$ cat src/rtl/delay_line_prober.sv
// delay_line_prober
//
// Latency-measurement front end for a selectable delay line. On an accepted
// start it flushes the line with IDLE_VAL, then drives the latched marker for
// a single cycle. It then counts cycles until that marker comes back on
// echo_in, or until MAX_WAIT cycles have passed.
//
// Ports:
//   clk        in   1      single clock, rising edge
//   rst        in   1      synchronous, active-high reset
//   start      in   1      measurement request, sampled every cycle
//   marker     in   WIDTH  probe value, latched when start is accepted
//   probe_out  out  WIDTH  registered drive into the delay line
//   echo_in    in   WIDTH  delay line output (looped back)
//   busy       out  1      registered, high while a measurement runs
//   done       out  1      registered one-cycle end-of-measurement pulse
//   timeout    out  1      registered, pulses with done when no echo was seen
//   latency    out  CNT_W  registered result, held until the next done

module delay_line_prober #(
  parameter int unsigned      WIDTH     = 8,
  parameter int unsigned      CNT_W     = 8,
  parameter int unsigned      MAX_WAIT  = 200,
  parameter int unsigned      FLUSH_CYC = 96,
  parameter logic [WIDTH-1:0] IDLE_VAL  = '0
) (
  input  logic             clk,
  input  logic             rst,
  input  logic             start,
  input  logic [WIDTH-1:0] marker,
  output logic [WIDTH-1:0] probe_out,
  input  logic [WIDTH-1:0] echo_in,
  output logic             busy,
  output logic             done,
  output logic             timeout,
  output logic [CNT_W-1:0] latency
);

  localparam logic [CNT_W-1:0] MaxCnt    = CNT_W'(MAX_WAIT);
  // The counter runs 0..FLUSH_CYC-1 while flushing, giving FLUSH_CYC cycles.
  localparam logic [CNT_W-1:0] FlushLast = CNT_W'(FLUSH_CYC - 1);
  localparam logic [CNT_W-1:0] CntOne    = CNT_W'(1);

  typedef enum logic [1:0] {
    StIdle,
    StFlush,
    StSend,
    StWait
  } state_e;

  state_e           state_q, state_d;
  logic [CNT_W-1:0] cnt_q, cnt_d;
  logic [WIDTH-1:0] marker_q, marker_d;
  logic [WIDTH-1:0] probe_q, probe_d;
  logic             busy_q, busy_d;
  logic             done_q, done_d;
  logic             timeout_q, timeout_d;
  logic [CNT_W-1:0] latency_q, latency_d;

  logic             echo_match;

  // Raw comparison; only acted upon in StSend and StWait.
  assign echo_match = (echo_in == marker_q);

  always_comb begin
    state_d   = state_q;
    cnt_d     = cnt_q;
    marker_d  = marker_q;
    done_d    = 1'b0;
    timeout_d = 1'b0;
    latency_d = latency_q;

    unique case (state_q)
      StIdle: begin
        // A marker equal to IDLE_VAL could never be told apart from the
        // flush pattern, so such a request is dropped.
        if (start && (marker != IDLE_VAL)) begin
          marker_d = marker;
          cnt_d    = '0;
          state_d  = StFlush;
        end
      end

      StFlush: begin
        if (cnt_q == FlushLast) begin
          cnt_d   = '0;
          state_d = StSend;
        end else begin
          cnt_d = cnt_q + CntOne;
        end
      end

      StSend, StWait: begin
        if (echo_match) begin
          // A match at the limit still counts as a match.
          latency_d = cnt_q;
          done_d    = 1'b1;
          cnt_d     = '0;
          state_d   = StIdle;
        end else if (cnt_q == MaxCnt) begin
          latency_d = MaxCnt;
          done_d    = 1'b1;
          timeout_d = 1'b1;
          cnt_d     = '0;
          state_d   = StIdle;
        end else begin
          // Stops at MaxCnt, so the counter can never wrap.
          cnt_d   = cnt_q + CntOne;
          state_d = StWait;
        end
      end

      default: begin
        cnt_d   = '0;
        state_d = StIdle;
      end
    endcase

    // Outputs are registered from the next state, so they line up with the
    // state they describe.
    busy_d  = (state_d != StIdle);
    probe_d = (state_d == StSend) ? marker_q : IDLE_VAL;
  end

  always_ff @(posedge clk) begin
    if (rst) begin
      state_q   <= StIdle;
      cnt_q     <= '0;
      marker_q  <= IDLE_VAL;
      probe_q   <= IDLE_VAL;
      busy_q    <= 1'b0;
      done_q    <= 1'b0;
      timeout_q <= 1'b0;
      latency_q <= '0;
    end else begin
      state_q   <= state_d;
      cnt_q     <= cnt_d;
      marker_q  <= marker_d;
      probe_q   <= probe_d;
      busy_q    <= busy_d;
      done_q    <= done_d;
      timeout_q <= timeout_d;
      latency_q <= latency_d;
    end
  end

  assign probe_out = probe_q;
  assign busy      = busy_q;
  assign done      = done_q;
  assign timeout   = timeout_q;
  assign latency   = latency_q;

endmodule

$ cat config.mk
export PLATFORM = sky130hd
export DESIGN_NAME = delay_line_prober
export DESIGN_NICKNAME = d
export VERILOG_FILES = /design/src/rtl/delay_line_prober.sv
export SDC_FILE = /design/constraint.sdc
export NUM_CORES = 1
export LEC_CHECK = 0
export ABC_AREA = 1
export BUFFER_PORTS_ARGS = -buffer_cell sky130_fd_sc_hd__buf_2
export CORE_UTILIZATION = 55
export DETAILED_ROUTE_END_ITERATION = 7
export GPL_ROUTABILITY_DRIVEN = 0
export PLACE_DENSITY = 0.9
export SLEW_MARGIN = 20
export SYNTH_ARGS = -nofsm -noshare
export SYNTH_HDL_FRONTEND = slang
export SYNTH_SLANG_ARGS = --single-unit
$ cat constraint.sdc
create_clock -name clk -period 3.9 [get_ports clk]
set_input_delay 0.39 -clock clk [delete_from_list [all_inputs] [get_ports clk]]
set_output_delay 0.39 -clock clk [all_outputs]
set_load 0.05 [all_outputs]
==> After elaboration in Yosys (flattened, before gate mapping) <==
Cells that the tools add are included.
{ "totals": {"inputBits": 19, "wordCells": 44, "regBits": 37} }
{ "op_classes": {"n_reduce_logical": 11, "n_eq_ne": 8, "n_mux": 14, "bitwise": 2, "n_addsub": 1} }
{ "op_table": {"columns": ["operator", "count"], "rows": [
  ["$mux 8", 6],
  ["$pmux 8 s3", 1],
  ["$add 8x1->8 const B", 1],
  ["$eq 8x7->1 const B", 1],
  ["$eq 8x8->1", 1],
  ["$eq 8x8->1 const B", 1],
  ["$mux 2", 4],
  ["$reduce_bool 8->1", 1],
  ["$eq 2x2->1 const B", 3],
  ["$pmux 2 s3", 1],
  ["$reduce_or 2->1", 3],
  ["$reduce_and 2->1", 2],
  ["$reduce_bool 2->1", 2],
  ["$reduce_or 3->1", 1],
  ["$eq 2x1->1 const B", 1],
  ["$logic_not 2->1", 1],
  ["$mux 1", 2],
  ["$ne 2x2->1 const B", 1],
  ["$not 1->1", 2],
  ["$logic_and 1x1->1", 1]
]} }

==> Depth between registers and ports, before layout <==
Gate-level depths: netlist of the first run.
{ "logic_depth": {"word_depth": 7, "ltp_mapped": 12, "mapped_depth_nobuf": 12} }

==> Worst setup path after synthesis of the first run <==
OpenSTA, ideal clock, no wires.
{ "synth_timing": {"path_kind": "reg2reg", "startpoint": "register cnt_q[1]", "endpoint": "register probe_q[0] (netlist: probe_out[0])", "arrival_ns": 1.334, "path_slack_ns": 2.493, "stages_incl_launch_ff": 8, "period_less_slack_ns": 1.407, "path_buffers": 0, "path_cell_list": "dfxtp_1 ha_1 nand3_2 nor3_2 nand3_2 nand2_2 nand3_4 nor3_2"} }
{ "synth_between": {"elab_chain_cells": 7, "word_cells_on_any_way": 9, "classes_between": "eq/ne: 3; mux: 4; bitwise: 1; reduce/logical: 1"} }
{ "synth_rtl": {"columns": ["element", "line", "source"], "rows": [
  ["start, declared", "52", "logic [CNT_W-1:0] cnt_q, cnt_d;"],
  ["start signal, assigned", "137", "cnt_q <= cnt_d;"],
  ["$eq 8x8->1", "100", "end else if (cnt_q == MaxCnt) begin"],
  ["$mux 2", "100", null],
  ["$mux 2", "94", "if (echo_match) begin"],
  ["$pmux 2 s3 *", "73", "unique case (state_q)"],
  ["$eq 2x2->1 *", "122", "probe_d = (state_d == StSend) ? marker_q : IDLE_VAL;"],
  ["$not 1->1 (no line) *", null, null],
  ["$reduce_or 2->1 (no line) *", null, null],
  ["end signal, assigned", "139", "probe_q <= probe_d;"],
  ["end, declared", "54", "logic [WIDTH-1:0] probe_q, probe_d;"]
]} }
Mark *: on every way between the ends. The rest lies on a longest branch, timed or not.
A chain may end at the register's enable or synchronous reset.

==> Worst setup path after layout of the first run <==
{ "layout_timing": {"startpoint": "register state_q[1]", "endpoint": "register marker_q[4]"} }
{ "layout_between": {"elab_chain_cells": 2} }
{ "layout_rtl": {"columns": ["element", "line", "source"], "rows": [
  ["start, declared", "51", "state_e state_q, state_d;"],
  ["start signal, assigned", "127", "state_q <= StIdle;"],
  ["start signal, assigned", "136", "state_q <= state_d;"],
  ["$logic_not 2->1", "73", null],
  ["$reduce_and 2->1 (no line)", null, null],
  ["end signal, assigned", "138", "marker_q <= marker_d;"],
  ["end, declared", "53", "logic [WIDTH-1:0] marker_q, marker_d;"]
]} }
Every way passes these cells.

==> results of run 1 <==
## worst paths after layout
kind | start | end | slack (ns)
max reg2reg | state_q[1] | marker_q[4] | 2.21
max | state_q[1] | marker_q[4] | 2.21
min | rst | latency[4] | 0.33
min reg2reg | latency[2] | latency[2] | 0.46
## kinds of logic after synthesis
| group | after synthesis | share of synthesized area, % |
|---|---|---|
| AO/OA/AOI/OAI | 30 | 8.59 |
| XOR/XNOR | 7 | 3.45 |
| adder cells (fa/ha/maj) | 2 | 1.41 |
| buffers and inverters | 45 | 9.71 |
| flip-flops | 37 | 41.7 |
| AND/OR/NAND/NOR | 121 | 35.2 |
## state kept, by name (all words and copies together), names as in the netlist
name / count
busy: 1
cnt_q: 8
done: 1
latency: 8
marker_q: 8
probe_out: 8
state_q: 2
timeout: 1
## metrics by stage
stage	power, mW	util [%]	cell area [um^2]	hold slack [ns]
global route	0.788	68.0	2080	0.332
CTS	0.755	68.0	2080	0.324
global placement	0.481	65.2	1990	0.447
detailed placement	0.484	65.2	1990	0.451
floorplan	0.460	-	1780	0.443
finish	0.754	68.0	2080	0.328
## worst max-delay path, delay by kind of cell, from the launching register on
| family | cells | cell delay, ns |
|---|---|---|
| AOI/OAI and AO/OA | 2 | 0.38 |
| and+or+nand+nor | 2 | 0.70 |
| DFF | 1 | 0.47 |
## synth_stat cells
cell type	instances	area (um^2)
xor2_1	3	26.3
xnor2_1	4	35.0
nand3_4	1	17.5
ha_1	2	25.0
nand3_2	4	40.0
nor2_4	1	11.3
o21ai_0	11	55.1
nand3b_1	1	7.51
nor4_1	1	6.26
nor3_2	9	90.1
clkinv_1	1	3.75
nand2_2	3	18.8
dfxtp_1	37	741
nand2_1	54	203
nor2_2	2	12.5
inv_2	3	11.3
buf_2	3	15.0
clkbuf_1	3	11.3
a21oi_1	18	90.1
inv_1	35	131
o211ai_1	1	7.51
nand2_4	1	11.3
nor2_1	15	56.3
nor3_1	1	5.00
nand4_1	5	31.3
nand3_1	23	115
## metal layers
| layer | vias up | GRT usage (%) | wire length (um) |
|---|---|---|---|
| li1 | 845 | - | - |
| met1 | 728 | 29.3 | 1690 |
| met2 | 54 | 38.8 | 1730 |
| met3 | 8 | 7.47 | 246 |
| met4 | 0 | 11.6 | 81 |
| met5 | - | 0 | 0 |
## area by class of cell
class	instances	area share [%]
clock inverter	1	1.45
sequential	37	35.7
tap	44	2.65
inverter	39	7.05
timing repair buffer	37	8.92
clock buffer	7	2.65
multi-input combinational	160	41.6
## report_power, final
part	switching [mW]	leakage [nW]	internal (mW)	total, mW
logic	0.0534	0.670	0.0271	0.0806
clock network	0.125	0.0455	0.153	0.278
registers	0.00692	0.301	0.389	0.396
total	0.186	1.02	0.569	0.754
==> impl_metrics.ini, run 1 <==
[outcome]
status = completed

[cts]
numCtsBuffers = 5
clock_sink_count = 37
cts_resized = 0
clk_pin_slew_worst_paths_ns = 0.11
cts_tree = built
cts.htree.levels = 2
clock_path_buffers = 2
holdBufCountCts = 0
insertion_delay_ns = 0.35
cts_root_buffer = clkbuf_4
cts_setup_buffers = 0

[sta]
tightest_slew_ns = 0.569
clock-skew-final_ns = 0.00940
period_share_pct = 43.2
slew_headroom_pct = 62.0
max_freq_ghz = 0.593
hold_viol = 0
timing.final.ws_setup_ns = 2.21
rsz0062_at_grt = no
setup_viol = 0
final.setup.tns_ns = 0
period_minus_slack_ns = 1.69
drv_slew = 0

[finish]
antenna_cells = 0
fin_cells = 325
multiInputGateArea_um2 = 865
final_cell_mix = nand2_1 (54), dfxtp_1 (37), buf_2 (37), inv_1 (35), nand3_1 (23)
regArea_um2 = 741
nFillCells = 262
area_growth_pct = 16.8
fin_nets = 301
final_common_cell = nand2_1
drive_gt1_share_pct = 24.2

[logic_synthesis]
synth_warnings = 0
syn_nets = 263
syn_area_per_cell_um2 = 7.35
synth_area_um2 = 1780
synth_seq_cells = 37
ys_seq_area_share_pct = 41.7
ys_types = 26
synth_cells = 242

[routing]
routed_via_density = 5.03
drt_iter0_drc = 79
drt_first_pass_iters = 4
drt-total-wl_um = 3750
drc = 0
drtAntennaViolNets = 0
wl_per_cell_um = 11.5
vias = 1635

[hold_path]
min_path_type = input port to register
worstHoldPathCells = 2

[power]
p_per_area_nw_per_um2 = 363
p_leak_nw = 1.02
peakVddDrop_uv = 208

[critical_path]
worstPathCellList = nor2_2 -> nand3_2 -> o21ai_0 -> a21oi_1
crit_path_end_kind = register
critPathMaxFanout = 18
crit_type = register to register
r2r_cells = 4
slowest_delay_ns = 0.47
critPathArrivalTime_ns = 1.91
cp_slowest_cell = dfxtp_1
crit_required_ns = 4.12
critPathLaunchType = register

[place]
place_ws_ns = 2.22
dp_cells = 317
place_hpwl_um = 2690
io_buffers = 37

[die]
die_y_um = 58.9
start_util_pct = 58.2
coreArea_um2 = 3050
die_w_um = 58.9
die-area_um2 = 3460
io_pins = 38
rows = 20

[global_route]
grt_remaining_overflow = 0
grt_pass1_vias = 1445
grt_max_degree = 21
grt_usage_pct = 24.1
grt_pass1_wl_um = 6160
antenna_found_initial = 0

[job]
maxCapViolCount = 0
No activity file was read; power rests on OpenSTA's default activity.
==> run 2: changes to the inputs <==
Settings changed: CORE_UTILIZATION 55 to 48, PLACE_DENSITY 0.9 to 0.84.
Clock period 3.9 ns to 1.45 ns, I/O delays scaled along.
==> run 2 against run 1 <==
Effect of this change: the flow now finishes with violations (negative setup slack); sequential share of layout area is 6.1 points lower; clock power grew to 2.6 times the previous value; total power grew to 2.8 times the previous value; flip-flop and latch count stayed put; count of clock-buffer cells in the layout is 2 lower; sequential power grew to 2.7 times the previous value; worst hold slack worse by 0.18 ns; non-clock buffer count is 29 higher; highest routed layer unchanged; via count is 25% higher.
==> impl_metrics.ini, run 2 (same netlist as run 1, synthesis figures left out) <==
[sta]
hold_viol = 0
hold_slack_ns = 0.148
slew_headroom_pct = 79.3
setup_viol = 18
tightest_slew_ns = 0.311
rsz0062_at_grt = yes
drv_slew = 0
period_minus_slack_ns = 1.51
clock-skew-final_ns = 0.00775
timing.final.ws_setup_ns = -0.0588
max_freq_ghz = 0.663
period_share_pct = 104

[die]
die_y_um = 62.9
coreArea_um2 = 3440
io_pins = 38
rows = 21
start_util_pct = 51.7
die_w_um = 62.9
die-area_um2 = 3950

[cts]
cts_root_buffer = clkbuf_8
cts.htree.levels = 2
insertion_delay_ns = 0.29
clock_path_buffers = 2
cts_tree = built
numCtsBuffers = 5
clock_sink_count = 37
clk_pin_slew_worst_paths_ns = 0.07

[critical_path]
r2r_slack_ns = -0.06
crit_required_ns = 1.67
r2r_end = probe_out[5]
crit_path_end_kind = register
r2r_start = cnt_q[0]
cp_top_family = simple AND/OR/NAND/NOR gates
cp_slowest_cell = dfxtp_4
crit_type = register to register
critPathMaxFanout = 4
critPathLaunchType = register
r2r_cells = 9
slowest_delay_ns = 0.38
cp_num_buf_inv = 1
worstPathCellList = ha_4 -> nand3_4 -> nor3_4 -> nand3_4 -> inv_2 -> nand2_2 -> nand2_4 -> nand2_4 -> nor3_2
critPathArrivalTime_ns = 1.73

[place]
io_buffers = 37
place_hpwl_um = 3040
dp_cells = 340
placed_area_um2 = 2150

[finish]
antenna_cells = 0
nFillCells = 216
fin_util_pct = 74.2
final_cell_mix = nand2_1 (42), buf_2 (37), dfxtp_1 (30), inv_1 (28), buf_4 (23)
regArea_um2 = 754
drive_gt1_share_pct = 44.6
final_cell_area_um2 = 2550
area_growth_pct = 43.6
multiInputGateArea_um2 = 1080
fin_cells = 358
fin_nets = 332
final_common_cell = nand2_1

[outcome]
violations = negative setup slack
status = finished with violations

[hold_path]
holdPathEnd = latency[1]
worstHoldPathCells = 2
worstHoldStart = rst
min_path_type = input port to register

[routing]
drc = 0
wl_per_cell_um = 16.6
drtAntennaViolNets = 0
vias = 2038
routed_via_density = 5.69
drt_first_pass_iters = 6
drt_iter0_drc = 238
drt-total-wl_um = 5930

[global_route]
grt_usage_pct = 24.5
grt_pass1_vias = 1696
grt_pass1_wl_um = 7540
grt_remaining_overflow = 0
grt_max_degree = 22
antenna_found_initial = 0

[job]
maxCapViolCount = 0

[power]
p_leak_nw = 1.19
peakVddDrop_uv = 490
p_per_area_nw_per_um2 = 827
run 2: cell type report:
| type | instances | share of cell area [%] |
|---|---|---|
| well taps | 46 | 2.25 |
| inverters | 39 | 5.83 |
| clock buffers | 5 | 2.70 |
| flip-flops and latches | 37 | 29.6 |
| multi-input cells | 162 | 42.3 |
| repair buffers | 66 | 16.7 |
| clock inverters | 3 | 0.686 |
run 2: how the worst max path moves through the flow:
| stage | start | end | slack [ns] | cells after the start |
|---|---|---|---|---|
| 6_report | cnt_q[0] | probe_out[5] | -0.06 | 9 |
| 5_1_grt | cnt_q[0] | probe_out[5] | -0.14 | 9 |
| 2_1_floorplan | cnt_q[1] | probe_out[0] | 0.04 | 7 |
| 3_3_place_gp | cnt_q[0] | cnt_q[2] | -0.02 | 11 |
| 4_1_cts | cnt_q[0] | probe_out[6] | -0.002 | 9 |
| 3_5_place_dp | cnt_q[0] | probe_out[3] | -0.1 | 9 |
run 2: timing repair:
action / CTS / global route
buffers inserted: 4 / 4
hold buffers: 0 / 0
setup endpoints to repair: 22 / 31
resized for setup: 14 / 53
cloned: 2 / 0
pin swaps: 7 / 17
run 2: worst register-to-register path, delay by kind of cell (launching register included):
family,cells,cell delay [ns]
adder cells (fa/ha/maj),1,0.16
buffers and inverters,1,0.08
flip-flops,1,0.38
AND/OR/NAND/NOR,7,0.81
run 2: stage by stage:
step	setup slack, ns	total power [mW]	setup TNS (ns)
finish	-0.0588	2.11	-0.597
global route	-0.141	2.18	-2.48
CTS	-0.00167	2.03	-0.00167
detailed placement	-0.0990	1.33	-1.19
global placement	-0.0209	1.32	-0.0350
floorplan	0.0430	1.24	0
run 2: per-layer routing:
layer  share of wire, %  GRT usage [%]  routed length [um]
met1                 38           29.1                2280
met2                 49           43.5                2900
met3                8.0           5.47                 475
met4                4.6           6.98                 274
met5                  0              0                   0
run 2: power by group:
part           leakage (nW)  internal [mW]  switching (mW)
clock                0.0439          0.332           0.382
sequential            0.304           1.05          0.0234
combinational         0.846          0.121           0.207
total                  1.19           1.50           0.613
==> run 3: changes to the inputs <==
Settings changed: CORE_ASPECT_RATIO set to 0.5, SKIP_CTS_REPAIR_TIMING set to 1.
==> run 3 against run 2 <==
Effect of this change: the run still ends with negative setup slack left; count of clock-buffer cells in the layout did not move; first-iteration DRC count is 4.2% lower; via count down 5.7%; global-route usage down 0.81 points; final cell count increased by 1.4%; critical path type unchanged; highest routed layer unchanged; largest power group unchanged; routed wire length shrank 13%; sequential power hardly changed; critical path depth rose by 1; combinational power fell by 11%; fmax shrank 5.8%; sequential share of layout area is 0.49 points higher.
==> impl_metrics.ini, run 3 (same netlist as run 1, synthesis figures left out) <==
[critical_path]
r2r_cells = 10
r2r_start = cnt_q[0]
r2r_slack_ns = -0.15
crit_type = register to register
critPathMaxFanout = 4
critPathLaunchType = register
critPathArrivalTime_ns = 1.80
crit_required_ns = 1.64
crit_path_end_kind = register
r2r_end = cnt_q[6]

[sta]
final.setup.tns_ns = -1.16
rsz0062_at_grt = yes
tightest_slew_ns = 0.347
slew_headroom_pct = 76.8
max_freq_ghz = 0.624
timing.final.ws_setup_ns = -0.152
period_minus_slack_ns = 1.60
clock-skew-final_ns = 0.00616
period_share_pct = 110
setup_viol = 17
drv_slew = 0
hold_viol = 0

[place]
io_buffers = 37
place_ws_ns = -0.0861
place_hpwl_um = 3200

[cts]
numCtsBuffers = 5
cts.htree.levels = 2
cts_tree = built
clk_pin_slew_worst_paths_ns = 0.08
clock_sink_count = 37
cts_root_buffer = clkbuf_8
insertion_delay_ns = 0.29
clock_path_buffers = 2

[hold_path]
worstHoldStart = marker[2]
min_path_type = input port to register
holdPathEnd = marker_q[2]
worstHoldPathCells = 3

[routing]
drtAntennaViolNets = 0
routed_via_density = 5.29
drt_iter0_drc = 228
drc = 0
vias = 1922
drt-total-wl_um = 5130
wl_per_cell_um = 14.1
drt_first_pass_iters = 5

[global_route]
grt_pass1_vias = 1535
antenna_found_initial = 0
grt_remaining_overflow = 0
grt_max_degree = 16
grt_usage_pct = 23.7
grt_pass1_wl_um = 6860

[power]
clockPowerShare_pct = 43.9
p_per_area_nw_per_um2 = 967
p_int_mw = 1.84
peakVddDrop_uv = 525
p_leak_nw = 1.24
power.net_switching_mw = 0.580
p_sw_share_pct = 24.0
p_comb_share_pct = 12.0
seq_power_share_pct = 44.0

[finish]
fin_nets = 332
final_cell_mix = nand2_1 (51), buf_2 (37), inv_1 (35), dfxtp_1 (32), buf_4 (25)
drive_gt1_share_pct = 37.5
area_growth_pct = 40.7
final_common_cell = nand2_1
fin_util_pct = 71.7
antenna_cells = 0

[outcome]
status = finished with violations
violations = negative setup slack

[die]
coreArea_um2 = 3490
io_pins = 38
rows = 15
die_y_um = 45.0
die-area_um2 = 3970
die_w_um = 88.1
start_util_pct = 50.9

[job]
maxCapViolCount = 0
-- run 3: cell types whose count changed in the layout (fill, tap and decap cells not counted), moves of 3 or more --
cell     delta
nand2_1     +9
nand3_1     +3
nand3_4     -4
inv_1       +7
inv_2       -7
nand2_2     -7
-- run 3: cell type report --
class | instances | area (um^2)
Sequential cell | 37 | 752
Inverter | 39 | 146
Tap cell | 51 | 63.8
Clock buffer | 5 | 68.8
Multi-Input combinational cell | 162 | 988
Fill cell | 250 | 988
Timing Repair Buffer | 66 | 418
Clock inverter | 3 | 65.1
-- run 3: per-layer routing --
| metal | global-route usage [%] | vias up | part of all wire, % |
|---|---|---|---|
| met2 | 38.4 | 119 | 48 |
| met1 | 29.7 | 850 | 38 |
| met5 | 0 | - | 0 |
| li1 | - | 913 | - |
| met4 | 12.6 | 0 | 5.7 |
| met3 | 6.40 | 40 | 8.0 |
-- run 3: per-stage QoR --
stage | instances | hold WS, ns | area, um^2 | power [mW]
after floorplan | 242 | 0.337 | 1780 | 1.24
after global placement | 348 | 0.440 | 2180 | 1.32
after detailed placement | 348 | 0.450 | 2180 | 1.33
after CTS | 356 | 0.146 | 2310 | 2.38
after global routing | 363 | 0.161 | 2500 | 2.51
final | 363 | 0.145 | 2500 | 2.42
-- run 3: worst max-delay path by stage --
stage,start,to,slack [ns],depth (start not counted)
after global placement,cnt_q[0],probe_out[6],0.03,7
after global routing,cnt_q[0],cnt_q[6],-0.23,10
after CTS,cnt_q[0],probe_out[5],-0.11,7
final,cnt_q[0],cnt_q[6],-0.15,10
after detailed placement,cnt_q[0],probe_out[5],-0.09,7
after floorplan,cnt_q[1],probe_out[0],0.04,7
-- run 3: critical path, stage by stage, from the launching register on --
cell	delay, ns
dfxtp_4	0.37
inv_1	0.08
ha_1	0.14
nand3b_1	0.11
nor2_2	0.18
inv_2	0.11
buf_4	0.17
nand4_1	0.11
nand3_1	0.10
nand2_1	0.09
inv_1	0.04
-- run 3: power groups by stage --
stage	clock network (mW)	logic, mW	registers (mW)
6_report	1.06	0.291	1.06
4_1_cts	1.07	0.247	1.06
3_3_place_gp	0	0.238	1.08
3_5_place_dp	0	0.247	1.09
5_1_grt	1.13	0.318	1.07
2_1_floorplan	0	0.145	1.09
